[src/rtl/game_uart_pkg.sv]
`default_nettype none
// ============================================================================
//  Module      : game_uart_pkg
//  Description : Shared definitions for the game UART frame link. The remote
//                transmitter and the local receiver both use these values.
//                Frame: 0xA5, P0..P6, CHK (CHK = XOR of P0..P6).
//  Contents    : header byte, payload length, P4/P6 field offsets and the
//                receiver FSM state encoding.
//  Revision    : 1.0 - initial release
// ============================================================================
package game_uart_pkg;

    localparam logic [7:0] c_HEADER      = 8'hA5;
    localparam int         c_PAYLOAD_LEN = 7;

    // Payload byte positions
    localparam int c_IDX_TX_LO = 0;
    localparam int c_IDX_TY_LO = 1;
    localparam int c_IDX_BX_LO = 2;
    localparam int c_IDX_BY_LO = 3;
    localparam int c_IDX_HI    = 4;
    localparam int c_IDX_HP    = 5;
    localparam int c_IDX_FLAGS = 6;

    // P4 = {tankY[9:8], tankX[9:8], bulletY[9:8], bulletX[9:8]}
    localparam int c_P4_BX_LSB = 0;
    localparam int c_P4_BY_LSB = 2;
    localparam int c_P4_TX_LSB = 4;
    localparam int c_P4_TY_LSB = 6;

    // P6 = {select, hit, tank_dir[1:0], reserved, dir_enemy[2:0]}
    localparam int c_P6_DIR_LSB  = 0;
    localparam int c_P6_TDIR_LSB = 4;
    localparam int c_P6_HIT_BIT  = 6;
    localparam int c_P6_SEL_BIT  = 7;

    // Receiver FSM encoding
    typedef logic [1:0] state_t;
    localparam state_t c_ST_IDLE    = 2'd0;
    localparam state_t c_ST_PAYLOAD = 2'd1;
    localparam state_t c_ST_CHECK   = 2'd2;

    // Joins an 8-bit low part with the 2-bit high part packed in P4.
    function automatic logic [9:0] join10(input logic [7:0] lo,
                                          input logic [7:0] p4,
                                          input int         lsb);
        return {p4[lsb +: 2], lo};
    endfunction

endpackage
`default_nettype wire

[src/rtl/frame_timeout.sv]
`default_nettype none
// ============================================================================
//  Module      : frame_timeout
//  Description : Inter-byte idle counter. Counts cycles without a received
//                byte while a frame is in progress and raises o_timeout once
//                TIMEOUT_CYCLES such cycles have passed. The strobe depends
//                only on the count, so a byte arriving in the timeout cycle
//                can still be handled by the caller after the abort.
//  Ports       : clk, rst       - clock, synchronous active-high reset
//                i_active       - a frame is in progress (counter held at 0 otherwise)
//                i_kick         - byte strobe, restarts the count
//                o_timeout      - combinational timeout strobe
//  Revision    : 1.0 - initial release
// ============================================================================
module frame_timeout #(
    parameter int TIMEOUT_CYCLES = 200000
) (
    input  logic clk,
    input  logic rst,
    input  logic i_active,
    input  logic i_kick,
    output logic o_timeout
);

    localparam int                 c_CNT_W = $clog2(TIMEOUT_CYCLES + 1);
    localparam logic [c_CNT_W-1:0] c_LIMIT = c_CNT_W'(TIMEOUT_CYCLES);
    localparam logic [c_CNT_W-1:0] c_ONE   = c_CNT_W'(1);

    logic [c_CNT_W-1:0] r_cnt;

    assign o_timeout = i_active && (r_cnt == c_LIMIT);

    always_ff @(posedge clk) begin
        if (rst) begin
            r_cnt <= '0;
        end else if (!i_active || i_kick || o_timeout) begin
            r_cnt <= '0;
        end else begin
            r_cnt <= r_cnt + c_ONE;
        end
    end

endmodule
`default_nettype wire

[src/rtl/game_frame_rx.sv]
`default_nettype none
// ============================================================================
//  Module      : game_frame_rx
//  Description : Receives 9-byte game state frames (0xA5, P0..P6, CHK) from a
//                UART byte stream and publishes the decoded opponent state.
//                All outputs update together one cycle after the CHK byte,
//                alongside a frame_ok pulse. Rejected frames (bad checksum
//                or inter-byte timeout) pulse frame_err and bump err_cnt.
//  Config      : GAME_FRAME_RX_CHK_EN - when defined, CHK is compared with
//                the XOR of P0..P6; otherwise every complete frame is taken
//                and frame_err reports timeouts only.
//  Ports       : clk, rst (sync, active-high), rx_byte/rx_valid (UART input),
//                decoded positions/HP/directions/flags, frame_ok, frame_err,
//                err_cnt (saturating rejected-frame count).
//  Revision    : 1.0 - initial release
// ============================================================================
module game_frame_rx
    import game_uart_pkg::*;
#(
    parameter int         TIMEOUT_CYCLES = 200000,
    parameter logic [7:0] HP_INIT        = 8'd100
) (
    input  logic       clk,
    input  logic       rst,
    input  logic [7:0] rx_byte,
    input  logic       rx_valid,
    output logic [9:0] Data_X_op,
    output logic [9:0] Data_Y_op,
    output logic [9:0] xpos_bullet_green_fromUART,
    output logic [9:0] ypos_bullet_green_fromUART,
    output logic [7:0] HP_enemy_state_fromUART,
    output logic [2:0] direction_for_enemy_fromUART,
    output logic       tank_our_hit_fromUART,
    output logic       select_mode_from_UART,
    output logic [1:0] direction_tank_fromUART,
    output logic       frame_ok,
    output logic       frame_err,
    output logic [7:0] err_cnt
);

    state_t     r_state;
    state_t     w_state_cur;
    state_t     w_state_nxt;
    logic [2:0] r_idx;
    logic [7:0] r_pay [c_PAYLOAD_LEN];
    logic       w_timeout;
    logic       w_store;
    logic       w_frame_done;
    logic       w_chk_ok;
    logic       w_accept;
    logic       w_reject;
    logic       w_unused_p6_rsvd;

    logic [9:0] r_x, r_y, r_bx, r_by;
    logic [7:0] r_hp;
    logic [2:0] r_dir;
    logic       r_hit, r_sel;
    logic [1:0] r_tdir;
    logic       r_ok, r_err;
    logic [7:0] r_err_cnt;

    frame_timeout #(
        .TIMEOUT_CYCLES(TIMEOUT_CYCLES)
    ) u_timeout (
        .clk      (clk),
        .rst      (rst),
        .i_active (r_state != c_ST_IDLE),
        .i_kick   (rx_valid),
        .o_timeout(w_timeout)
    );

    // A timeout aborts to IDLE first; any byte in that same cycle is then
    // interpreted from IDLE so a fresh header is not lost.
    assign w_state_cur = w_timeout ? c_ST_IDLE : r_state;

    always_comb begin
        w_state_nxt  = w_state_cur;
        w_store      = 1'b0;
        w_frame_done = 1'b0;
        if (rx_valid) begin
            case (w_state_cur)
                c_ST_IDLE: begin
                    if (rx_byte == c_HEADER) begin
                        w_state_nxt = c_ST_PAYLOAD;
                    end
                end
                c_ST_PAYLOAD: begin
                    // 0xA5 here is plain data; no resynchronisation.
                    w_store = 1'b1;
                    if (r_idx == 3'(c_PAYLOAD_LEN - 1)) begin
                        w_state_nxt = c_ST_CHECK;
                    end
                end
                c_ST_CHECK: begin
                    w_frame_done = 1'b1;
                    w_state_nxt  = c_ST_IDLE;
                end
                default: begin
                    w_state_nxt = c_ST_IDLE;
                end
            endcase
        end
    end

    always_ff @(posedge clk) begin
        if (rst) begin
            r_state <= c_ST_IDLE;
        end else begin
            r_state <= w_state_nxt;
        end
    end

`ifdef GAME_FRAME_RX_CHK_EN
    // Running XOR of payload bytes, ready when CHK arrives.
    logic [7:0] r_chk;

    always_ff @(posedge clk) begin
        if (rst) begin
            r_chk <= '0;
        end else if (w_state_cur == c_ST_IDLE) begin
            r_chk <= '0;
        end else if (w_store) begin
            r_chk <= r_chk ^ rx_byte;
        end
    end

    assign w_chk_ok = (rx_byte == r_chk);
`else
    assign w_chk_ok = 1'b1;
`endif

    assign w_accept         = w_frame_done && w_chk_ok;
    assign w_reject         = (w_frame_done && !w_chk_ok) || w_timeout;
    assign w_unused_p6_rsvd = r_pay[c_IDX_FLAGS][3];

    always_ff @(posedge clk) begin
        if (rst) begin
            r_idx <= '0;
            for (int i = 0; i < c_PAYLOAD_LEN; i++) begin
                r_pay[i] <= '0;
            end
        end else begin
            if (w_state_cur == c_ST_IDLE) begin
                r_idx <= '0;
            end else if (w_store) begin
                r_idx <= r_idx + 3'd1;
            end
            if (w_store) begin
                r_pay[r_idx] <= rx_byte;
            end
        end
    end

    always_ff @(posedge clk) begin
        if (rst) begin
            r_x       <= '0;
            r_y       <= '0;
            r_bx      <= '0;
            r_by      <= '0;
            r_hp      <= HP_INIT;
            r_dir     <= '0;
            r_hit     <= 1'b0;
            r_sel     <= 1'b0;
            r_tdir    <= '0;
            r_ok      <= 1'b0;
            r_err     <= 1'b0;
            r_err_cnt <= '0;
        end else begin
            r_ok  <= w_accept;
            r_err <= w_reject;
            if (w_reject && (r_err_cnt != 8'hFF)) begin
                r_err_cnt <= r_err_cnt + 8'd1;
            end
            if (w_accept) begin
                r_x    <= join10(r_pay[c_IDX_TX_LO], r_pay[c_IDX_HI], c_P4_TX_LSB);
                r_y    <= join10(r_pay[c_IDX_TY_LO], r_pay[c_IDX_HI], c_P4_TY_LSB);
                r_bx   <= join10(r_pay[c_IDX_BX_LO], r_pay[c_IDX_HI], c_P4_BX_LSB);
                r_by   <= join10(r_pay[c_IDX_BY_LO], r_pay[c_IDX_HI], c_P4_BY_LSB);
                r_hp   <= r_pay[c_IDX_HP];
                r_sel  <= r_pay[c_IDX_FLAGS][c_P6_SEL_BIT];
                r_hit  <= r_pay[c_IDX_FLAGS][c_P6_HIT_BIT];
                r_tdir <= r_pay[c_IDX_FLAGS][c_P6_TDIR_LSB +: 2];
                r_dir  <= r_pay[c_IDX_FLAGS][c_P6_DIR_LSB +: 3];
            end
        end
    end

    assign Data_X_op                    = r_x;
    assign Data_Y_op                    = r_y;
    assign xpos_bullet_green_fromUART   = r_bx;
    assign ypos_bullet_green_fromUART   = r_by;
    assign HP_enemy_state_fromUART      = r_hp;
    assign direction_for_enemy_fromUART = r_dir;
    assign tank_our_hit_fromUART        = r_hit;
    assign select_mode_from_UART        = r_sel;
    assign direction_tank_fromUART      = r_tdir;
    assign frame_ok                     = r_ok;
    assign frame_err                    = r_err;
    assign err_cnt                      = r_err_cnt;

endmodule
`default_nettype wire

[config.mk]
export PLATFORM = sky130hd
export DESIGN_NAME = game_frame_rx
export DESIGN_NICKNAME = d
export VERILOG_FILES = /design/src/rtl/game_uart_pkg.sv /design/src/rtl/frame_timeout.sv /design/src/rtl/game_frame_rx.sv
export SDC_FILE = /design/constraint.sdc
export NUM_CORES = 1
export LEC_CHECK = 0
export CORE_UTILIZATION = 50
export CTS_CLUSTER_DIAMETER = 100
export DETAILED_ROUTE_END_ITERATION = 12
export GPL_TIMING_DRIVEN = 0
export PLACE_DENSITY = 0.75
export SETUP_SLACK_MARGIN = 0.05
export SLEW_MARGIN = 40
export SYNTH_ARGS = -nofsm -noshare
export SYNTH_HDL_FRONTEND = slang
export SYNTH_HIERARCHICAL = 1
export SYNTH_SLANG_ARGS = --single-unit
[constraint.sdc]
create_clock -name clk -period 5.25 [get_ports clk]
set_input_delay 1.05 -clock clk [delete_from_list [all_inputs] [get_ports clk]]
set_output_delay 1.05 -clock clk [all_outputs]
set_load 0.01 [all_outputs]
# Word level (Yosys, flattened, before mapping)
# Memory sizes are Yosys's and may differ from the RTL's. A register that Yosys moved wholly into a read port is not among the register bits.
# Index checks and enable logic that the tools add are counted.
[totals]
mem_count = 1
ramBits = 56
romBits = 0
latchBits = 0
ff_bits = 33
[op_classes]
n_reduce_logical = 10
magnitude_cmp = 0
n_eq_ne = 6
addsub = 3
shifts = 0
bitwise = 0
n_mul = 0
mux = 17
n_div = 0
[memory_table]
columns = ["name", "words", "word_bits", "rd", "rd_ports_with_merged_regs", "write_ports", "line_no", "source"]
rows = [
  ["r_pay", 7, 8, 7, 7, 7, "game_frame_rx.sv:45", "logic [7:0] r_pay [c_PAYLOAD_LEN];"],
]
[ops]
columns = ["operator", "n"]
rows = [
  ["$add 18x1->18 const B", 1],
  ["$eq 18x18->1 const B", 1],
  ["$mux 1", 10],
  ["$add 8x1->8 const B", 1],
  ["$eq 8x8->1 const B", 1],
  ["$mux 2", 4],
  ["$mux 8", 1],
  ["$ne 8x8->1 const B", 1],
  ["$reduce_or 8->1", 1],
  ["$pmux 2 s2", 1],
  ["$reduce_or 2->1", 2],
  ["$add 3x1->3 const B", 1],
  ["$eq 3x3->1 const B", 1],
  ["$mux 3", 1],
  ["$eq 2x1->1 const B", 1],
  ["$eq 2x2->1 const B", 1],
  ["$logic_and 1x1->1", 2],
  ["$logic_not 2->1", 1],
  ["$logic_or 1x1->1", 2],
  ["$reduce_bool 2->1", 1],
  ["$logic_not 1->1", 1],
]

# Depth between registers and ports, before layout
# Gate-level depths: netlist of the first run.
[depth]
depth_word = 11
ltp_mapped = 10

# By module
# The synthesis of the first run kept the hierarchy.
[by_module_without_submodules]
columns = ["mod", "area_each_um2", "cells_each", "instances", "seq_area_each_um2"]
rows = [
  ["game_frame_rx", 4875.9, 475, 1, 2982.9],
  ["frame_timeout", 854.6, 99, 1, 360.3],
]

# Worst setup path after synthesis of the first run
# No wires, ideal clock.
[synth_timing]
path_type = "reg-to-reg"
startpoint = "register r_state[0]"
endpoint = "memory r_pay[5][0] (enable)"
t_required_ns = 4.863
setup_slack_ns = 2.597
synth_period_minus_slack_ns = 2.653
setup_ns = 0.387
n_path_buf = 2
path_stages_with_launch = 9
arrival_time_ns = 2.267
path_cell_list = "dfxtp_1 or2_2 and4b_1 nand3_1 nor2_1 nand4bb_1 buf_4 buf_2 o31ai_1"
[synth_rtl]
columns = ["element", "line_no", "source"]
rows = [
  ["start: declaration", "game_frame_rx.sv:41", "state_t r_state;"],
  ["start signal: assignment", "game_frame_rx.sv:107", "r_state <= c_ST_IDLE;"],
  ["start signal: assignment", "game_frame_rx.sv:109", "r_state <= w_state_nxt;"],
  ["end: declaration", "game_frame_rx.sv:45", ""],
]

==> results of run 1 <==
==> cell usage after synthesis, types with 2 or more instances <==
library cell / count / area [um2]
or3_1: 4 / 25.0
inv_1: 8 / 30.0
nor4b_1: 2 / 17.5
xnor2_1: 11 / 96.3
nor2b_1: 3 / 18.8
xor2_1: 2 / 17.5
or2_1: 6 / 37.5
and2_1: 40 / 250
buf_2: 19 / 95.1
a211oi_1: 2 / 15.0
nand2_1: 124 / 465
buf_1: 3 / 11.3
clkbuf_1: 11 / 41.3
and4bb_1: 2 / 25.0
nand3_1: 11 / 55.1
and3_1: 10 / 62.6
nor4_1: 5 / 31.3
nand2b_1: 2 / 12.5
nor2_1: 23 / 86.3
nand4bb_1: 2 / 22.5
nor4_4: 5 / 106
nor3b_1: 2 / 15.0
and4_1: 2 / 17.5
o21ai_0: 4 / 20.0
a21oi_1: 70 / 350
o31ai_1: 8 / 60.1
nand4_1: 10 / 62.6
ha_1: 5 / 62.6
or4_1: 2 / 15.0
dfxtp_1: 95 / 1900
edfxtp_1: 48 / 1440
nor3_1: 9 / 45.0
==> state kept, by name (all words and copies together) (netlist names) <==
register / cells
Data_X_op: 10
Data_Y_op: 10
HP_enemy_state_fromUART: 8
direction_for_enemy_fromUART: 3
direction_tank_fromUART: 2
err_cnt: 8
frame_err: 1
frame_ok: 1
r_idx: 3
r_pay: 55
r_state: 2
select_mode_from_UART: 1
tank_our_hit_fromUART: 1
u_timeout/r_cnt: 18
xpos_bullet_green_fromUART: 10
ypos_bullet_green_fromUART: 10
==> power by group <==
| group | total, mW | internal, mW | leakage (nW) | switching (mW) |
|---|---|---|---|---|
| Sequential | 1.16 | 1.16 | 1.25 | 0.00409 |
| Clock | 1.28 | 0.841 | 0.313 | 0.441 |
| Combinational | 0.0480 | 0.0124 | 0.923 | 0.0356 |
==> worst paths after layout <==
| path | from | end | slack [ns] | cells past startpoint |
|---|---|---|---|---|
| min reg2reg | Data_Y_op[0] | Data_Y_op[0] | 0.45 | 2 |
| max reg2reg | r_state[1] | r_pay[3][4] | 2.57 | 8 |
| max | rst | r_pay[3][4] | 2.37 | 5 |
| min | Data_Y_op[0] | Data_Y_op[0] | 0.45 | 2 |
==> final cells by class <==
| type | instances | area, um2 |
|---|---|---|
| plain buffers | 34 | 155 |
| inverters | 9 | 36.3 |
| flip-flops and latches | 143 | 3340 |
| clock buffers | 24 | 524 |
| multi-input cells | 388 | 2210 |
| clock inverters | 8 | 124 |
| repair buffers | 75 | 751 |
| well taps | 140 | 175 |
| fillers | 857 | 3660 |
==> cell families (layout without fill, tap and decap cells) <==
kind of cell             count (synthesis)  count (layout)
XOR/XNOR                                13              13
flip-flops                             143             143
adder cells (fa/ha/maj)                  5               5
multiplexers                             2               2
AND/OR/NAND/NOR                        273             273
buffers and inverters                   43             150
AO/OA/AOI/OAI                           95              95
==> tightest hold or removal path, cell delays in order, from the launching register on <==
cell	delay [ns]
dfxtp_1	0.30
nand2_1	0.05
a21oi_1	0.05
==> metal layers <==
layer  global-route usage  vias to the layer above
li1                     -                     2184
met1                0.281                     2124
met2                0.388                      118
met3               0.0556                       22
met4               0.0907                        0
met5                    0                        -
==> metrics by stage <==
step	setup slack [ns]	power (mW)	utilization
CTS	2.28	2.50	0.666
floorplan	2.60	1.20	-
detailed placement	1.85	1.23	0.607
global route	2.25	2.56	0.666
global placement	1.52	1.23	0.606
finish	2.37	2.49	0.666
==> impl_metrics.toml, run 1 <==
[place]
io_buffers = 75
placed_area_mm2 = 0.00666
gp_congestion = 0.848
dp_hpwl_um = 8740
dpl.cell_count = 789

[floorplan]
ioPinCount = 76
die_h_um = 109
dieWidth_um = 109
start_util = 0.522
die_area_mm2 = 0.0119
core_mm2 = 0.0110
fp-row-count = 38

[synth]
syn-cell-area_mm2 = 0.00573
async_flop_share = 0
synth_edf_count = 48
synth_fa_ha_area_frac = 0.0109
ys_warn_count = 6
avgSynthCellArea_um2 = 9.98
netlist_instances = 574
synthMuxAreaShare = 0.00371
yosys.area_share.xor_xnor = 0.0199
synthFlopType = "dfxtp_1"
synth_cell_types = 56
ys_ff_latch = 143
syn_nets = 590
synth_compound_area_frac = 0.0928
synth-seq-area-share = 0.583
synth_top_family_by_area = "simple AND/OR/NAND/NOR gates"
synth_simple_gate_area_frac = 0.256

[route]
antenna_left = 0
dr.max_layer_used = "met4"
wire_per_inst_um = 15.6
wirelength_um = 12800
drtIter0Drc = 314
met2_length_um = 6490
met1Wirelength_um = 5450
vias_per_cell = 5.42
drc_errors = 0
dr.pass1.iters = 4
vias = 4448
met3_length_um = 634

[timing]
finalMaxSlewViolations = 0
hold_viol = 0
tightest_slew_ns = 0.590
slew_headroom = 0.606
finalSetupViolations = 0
timing.hold.ws_ns = 0.452
max_freq_ghz = 0.347
finalSetupTns_ns = 0
rsz0062_at_grt = "false"
period_share = 0.548
skew_ns = 0.00527
fin_crit_ns = 2.88

[global_route]
grt_first_pass_wirelength_um = 20600
overflow = 0
grt_start_max_net_pins = 17
antenna_found_initial = 0
track_usage = 0.230
grt_pass1_vias = 4344

[worst_setup_path]
arrival_ns = 2.96
slowest_delay_ns = 0.48
worst-path-max-fanout = 10
worstPathRequired_ns = 5.33
cp_slowest_cell = "clkdlybuf4s50_1"
crit_buf_inv = 4
crit_path_cell_trace = "clkdlybuf4s50_1 > buf_2 > clkbuf_1 > buf_2 > or2_1"
path_class = "primary input to register"
cp-start-kind = "primary input"
critical-path-top-delay-family = "buffers and inverters"
end_kind = "register"
path_common_cell = "buf_2"

[clock_network]
clk_latency_ns = 0.41
root_buffer = "clkbuf_16"
clkTransAtPathRegs_ns = 0.06
cts_sinks = 143
post_cts_buffers = 0
cts_tree = "built"
cts_max_level = 4
cts_buffer_depth = 2
cts-hold-fix-buffers = 0
cts.repair.resized = 0
cts_buffers = 17

[worst_hold_path]
hp-class = "register to register"

[final_layout]
area_growth_pct = 27.7
stdcell_count = 821
final_common_cell = "nand2_1"
mostFrequentLayoutCells = "124 x nand2_1, 95 x dfxtp_1, 75 x clkdlybuf4s50_1, 70 x a21oi_1, 48 x edfxtp_1"
fin_area_mm2 = 0.00732
drive_gt1_frac = 0.0954
diodes = 0
finish.net_count = 684

[power_and_ir_drop]
powerDensity_mw_per_mm2 = 340
total_leakage_power_nw = 2.48
irDropWorstVdd_mv = 0.183

[run_status]
status = "completed"

[run]
timing.max_cap.violations = 0
Note: power is estimated with default switching activity, not from simulation.
==> run 2: changes to the inputs <==
==> constraint.sdc (replaced) <==
create_clock -name clk -period 2.65 [get_ports clk]
set_input_delay 0.53 -clock clk [delete_from_list [all_inputs] [get_ports clk]]
set_output_delay 0.53 -clock clk [all_outputs]
set_load 0.01 [all_outputs]
==> run 2 against run 1 <==
Total power up 96%. Design area up 0.65%. Non-clock buffer count up 7. Register-to-register slack worse by 2.4 ns. Clock skew up 0.0026 ns. Clock power up 94%. Die area unchanged. Worst hold slack better by 0.0017 ns. Critical endpoint is now r_pay[1][7]. Largest power group unchanged.
==> impl_metrics.toml, run 2 (same netlist as run 1, synthesis figures left out) <==
[clock_network]
clk_latency_ns = 0.42
cts_buffers = 17
clkTransAtPathRegs_ns = 0.06
root_buffer = "clkbuf_16"
cts_tree = "built"
cts_max_level = 4
cts_buffer_depth = 2
cts_sinks = 143

[timing]
finalSetupViolations = 0
skew_ns = 0.00783
tightest_slew_ns = 0.619
max_freq_ghz = 0.407
rsz0062_at_grt = "false"
hold_viol = 0
finalMaxSlewViolations = 0
slew_headroom = 0.587
setup_slack_ns = 0.193
fin_crit_ns = 2.46
period_share = 0.927

[final_layout]
final_common_cell = "nand2_1"
area_growth_pct = 28.5
diodes = 0
finish.net_count = 691
drive_gt1_frac = 0.115
largest_register_ffs = 55
top_regs = "r_pay (55), u_timeout/r_cnt (18)"
mostFrequentLayoutCells = "124 x nand2_1, 95 x dfxtp_1, 75 x clkdlybuf4s50_1, 70 x a21oi_1, 48 x edfxtp_1"
fillers = 907
largest-register = "r_pay"

[global_route]
track_usage = 0.232
grt_pass1_vias = 4281
grt_start_max_net_pins = 17
antenna_found_initial = 0
grt_first_pass_wirelength_um = 20600
overflow = 0

[route]
vias = 4503
dr.pass1.iters = 5
wire_per_inst_um = 15.6
wirelength_um = 12900
antenna_left = 0
vias_per_cell = 5.44
drtIter0Drc = 349
drc_errors = 0

[power_and_ir_drop]
powerDensity_mw_per_mm2 = 662
total_leakage_power_nw = 2.52
finalPower_mw = 4.88
irDropWorstVdd_mv = 0.467

[floorplan]
core_mm2 = 0.0110
dieWidth_um = 109
die_area_mm2 = 0.0119
fp-row-count = 38
die_h_um = 109
start_util = 0.522
ioPinCount = 76

[run_status]
status = "completed"

[worst_hold_path]
hold_depth = 2
hp-class = "register to register"
hp-start = "ypos_bullet_green_fromUART[4]"
hold_end = "ypos_bullet_green_fromUART[4]"

[worst_setup_path]
arrival_ns = 2.58
end_kind = "register"
reg2reg_to = "r_pay[1][7]"
critical-path-top-delay-family = "simple AND/OR/NAND/NOR gates"
crit_buf_inv = 1
cp_slowest_cell = "nor4_4"
cp-start-kind = "register"
rrSetupSlack_ns = 0.19
worst-path-stages = 8
worstPathRequired_ns = 2.77
slowest_delay_ns = 0.41
worst-path-max-fanout = 8
path_class = "register to register"
r2r-start = "r_state[0]"
r2r_cells = 8
crit_path_cell_trace = "or2_2 > and4b_1 > nand3_1 > nor2_2 > nand4bb_1 > buf_6 > nor4_4 > or2_4"

[place]
dp_hpwl_um = 8740
gp_congestion = 0.822
io_buffers = 75
place_ws_ns = -0.234

[run]
timing.max_cap.violations = 0
[run 2: cell count changes in the layout (fill, tap and decap cells not counted), moves of 2 or more]
cell / previous run / this run
buf_4: 1 / 7
clkbuf_8: 3 / 1
clkinv_4: 1 / 3
inv_6: 0 / 2
or2_1: 6 / 1
or2_4: 0 / 5
[run 2: metal layers]
metal | part of all wire | track usage
met5 | 0 | 0
met4 | 0.033 | 0.123
met3 | 0.060 | 0.0640
met2 | 0.48 | 0.376
met1 | 0.42 | 0.281
[run 2: worst max-delay path by stage]
| stage | start | to | slack (ns) |
|---|---|---|---|
| 6_report | r_state[0] | r_pay[1][7] | 0.19 |
| 5_1_grt | r_state[0] | r_pay[1][7] | 0.07 |
| 4_1_cts | r_state[0] | r_pay[5][2] | 0.07 |
| 3_5_place_dp | rx_valid | r_pay[5][2] | -0.23 |
| 3_3_place_gp | rx_valid | r_pay[5][5] | -0.14 |
| 2_1_floorplan | r_state[0] | r_pay[5][0] | 0.24 |
[run 2: tightest hold or removal path, delay by kind of cell (launching register included)]
| family | cells | cell delay (ns) |
|---|---|---|
| AOI/OAI and AO/OA | 1 | 0.05 |
| DFF | 1 | 0.31 |
| and+or+nand+nor | 1 | 0.05 |
[run 2: final cells by class]
cell class / instances / area, um2 / area share
multi-input cells: 388 / 2220 / 0.302
flip-flops and latches: 143 / 3340 / 0.454
inverters: 9 / 36.3 / 0.00493
clock inverters: 12 / 156 / 0.0212
plain buffers: 34 / 159 / 0.0216
repair buffers: 82 / 803 / 0.109
well taps: 140 / 175 / 0.0238
clock buffers: 20 / 468 / 0.0635
[run 2: metrics by stage]
stage | TNS (ns) | util | hold slack [ns] | cell area, um2 | std cells
after floorplan | 0 | - | 0.432 | 5740 | 574
after global placement | -3.18 | 0.607 | 0.445 | 6660 | 789
after CTS | 0 | 0.665 | 0.456 | 7300 | 821
after global routing | 0 | 0.671 | 0.474 | 7370 | 828
after detailed placement | -4.96 | 0.607 | 0.447 | 6660 | 789
final | 0 | 0.671 | 0.453 | 7370 | 828
[run 2: timing repair]
item                       4_1_cts  5_1_grt
setup endpoints to repair       24       50
pin swaps                        1        6
resized for setup                3        5
hold buffers                     0        0
setup buffers                    0        7
[run 2: where the power goes]
group | internal [mW] | total [mW] | switching [mW]
combinational | 0.0298 | 0.103 | 0.0728
sequential | 2.29 | 2.30 | 0.00814
clock | 1.57 | 2.48 | 0.913
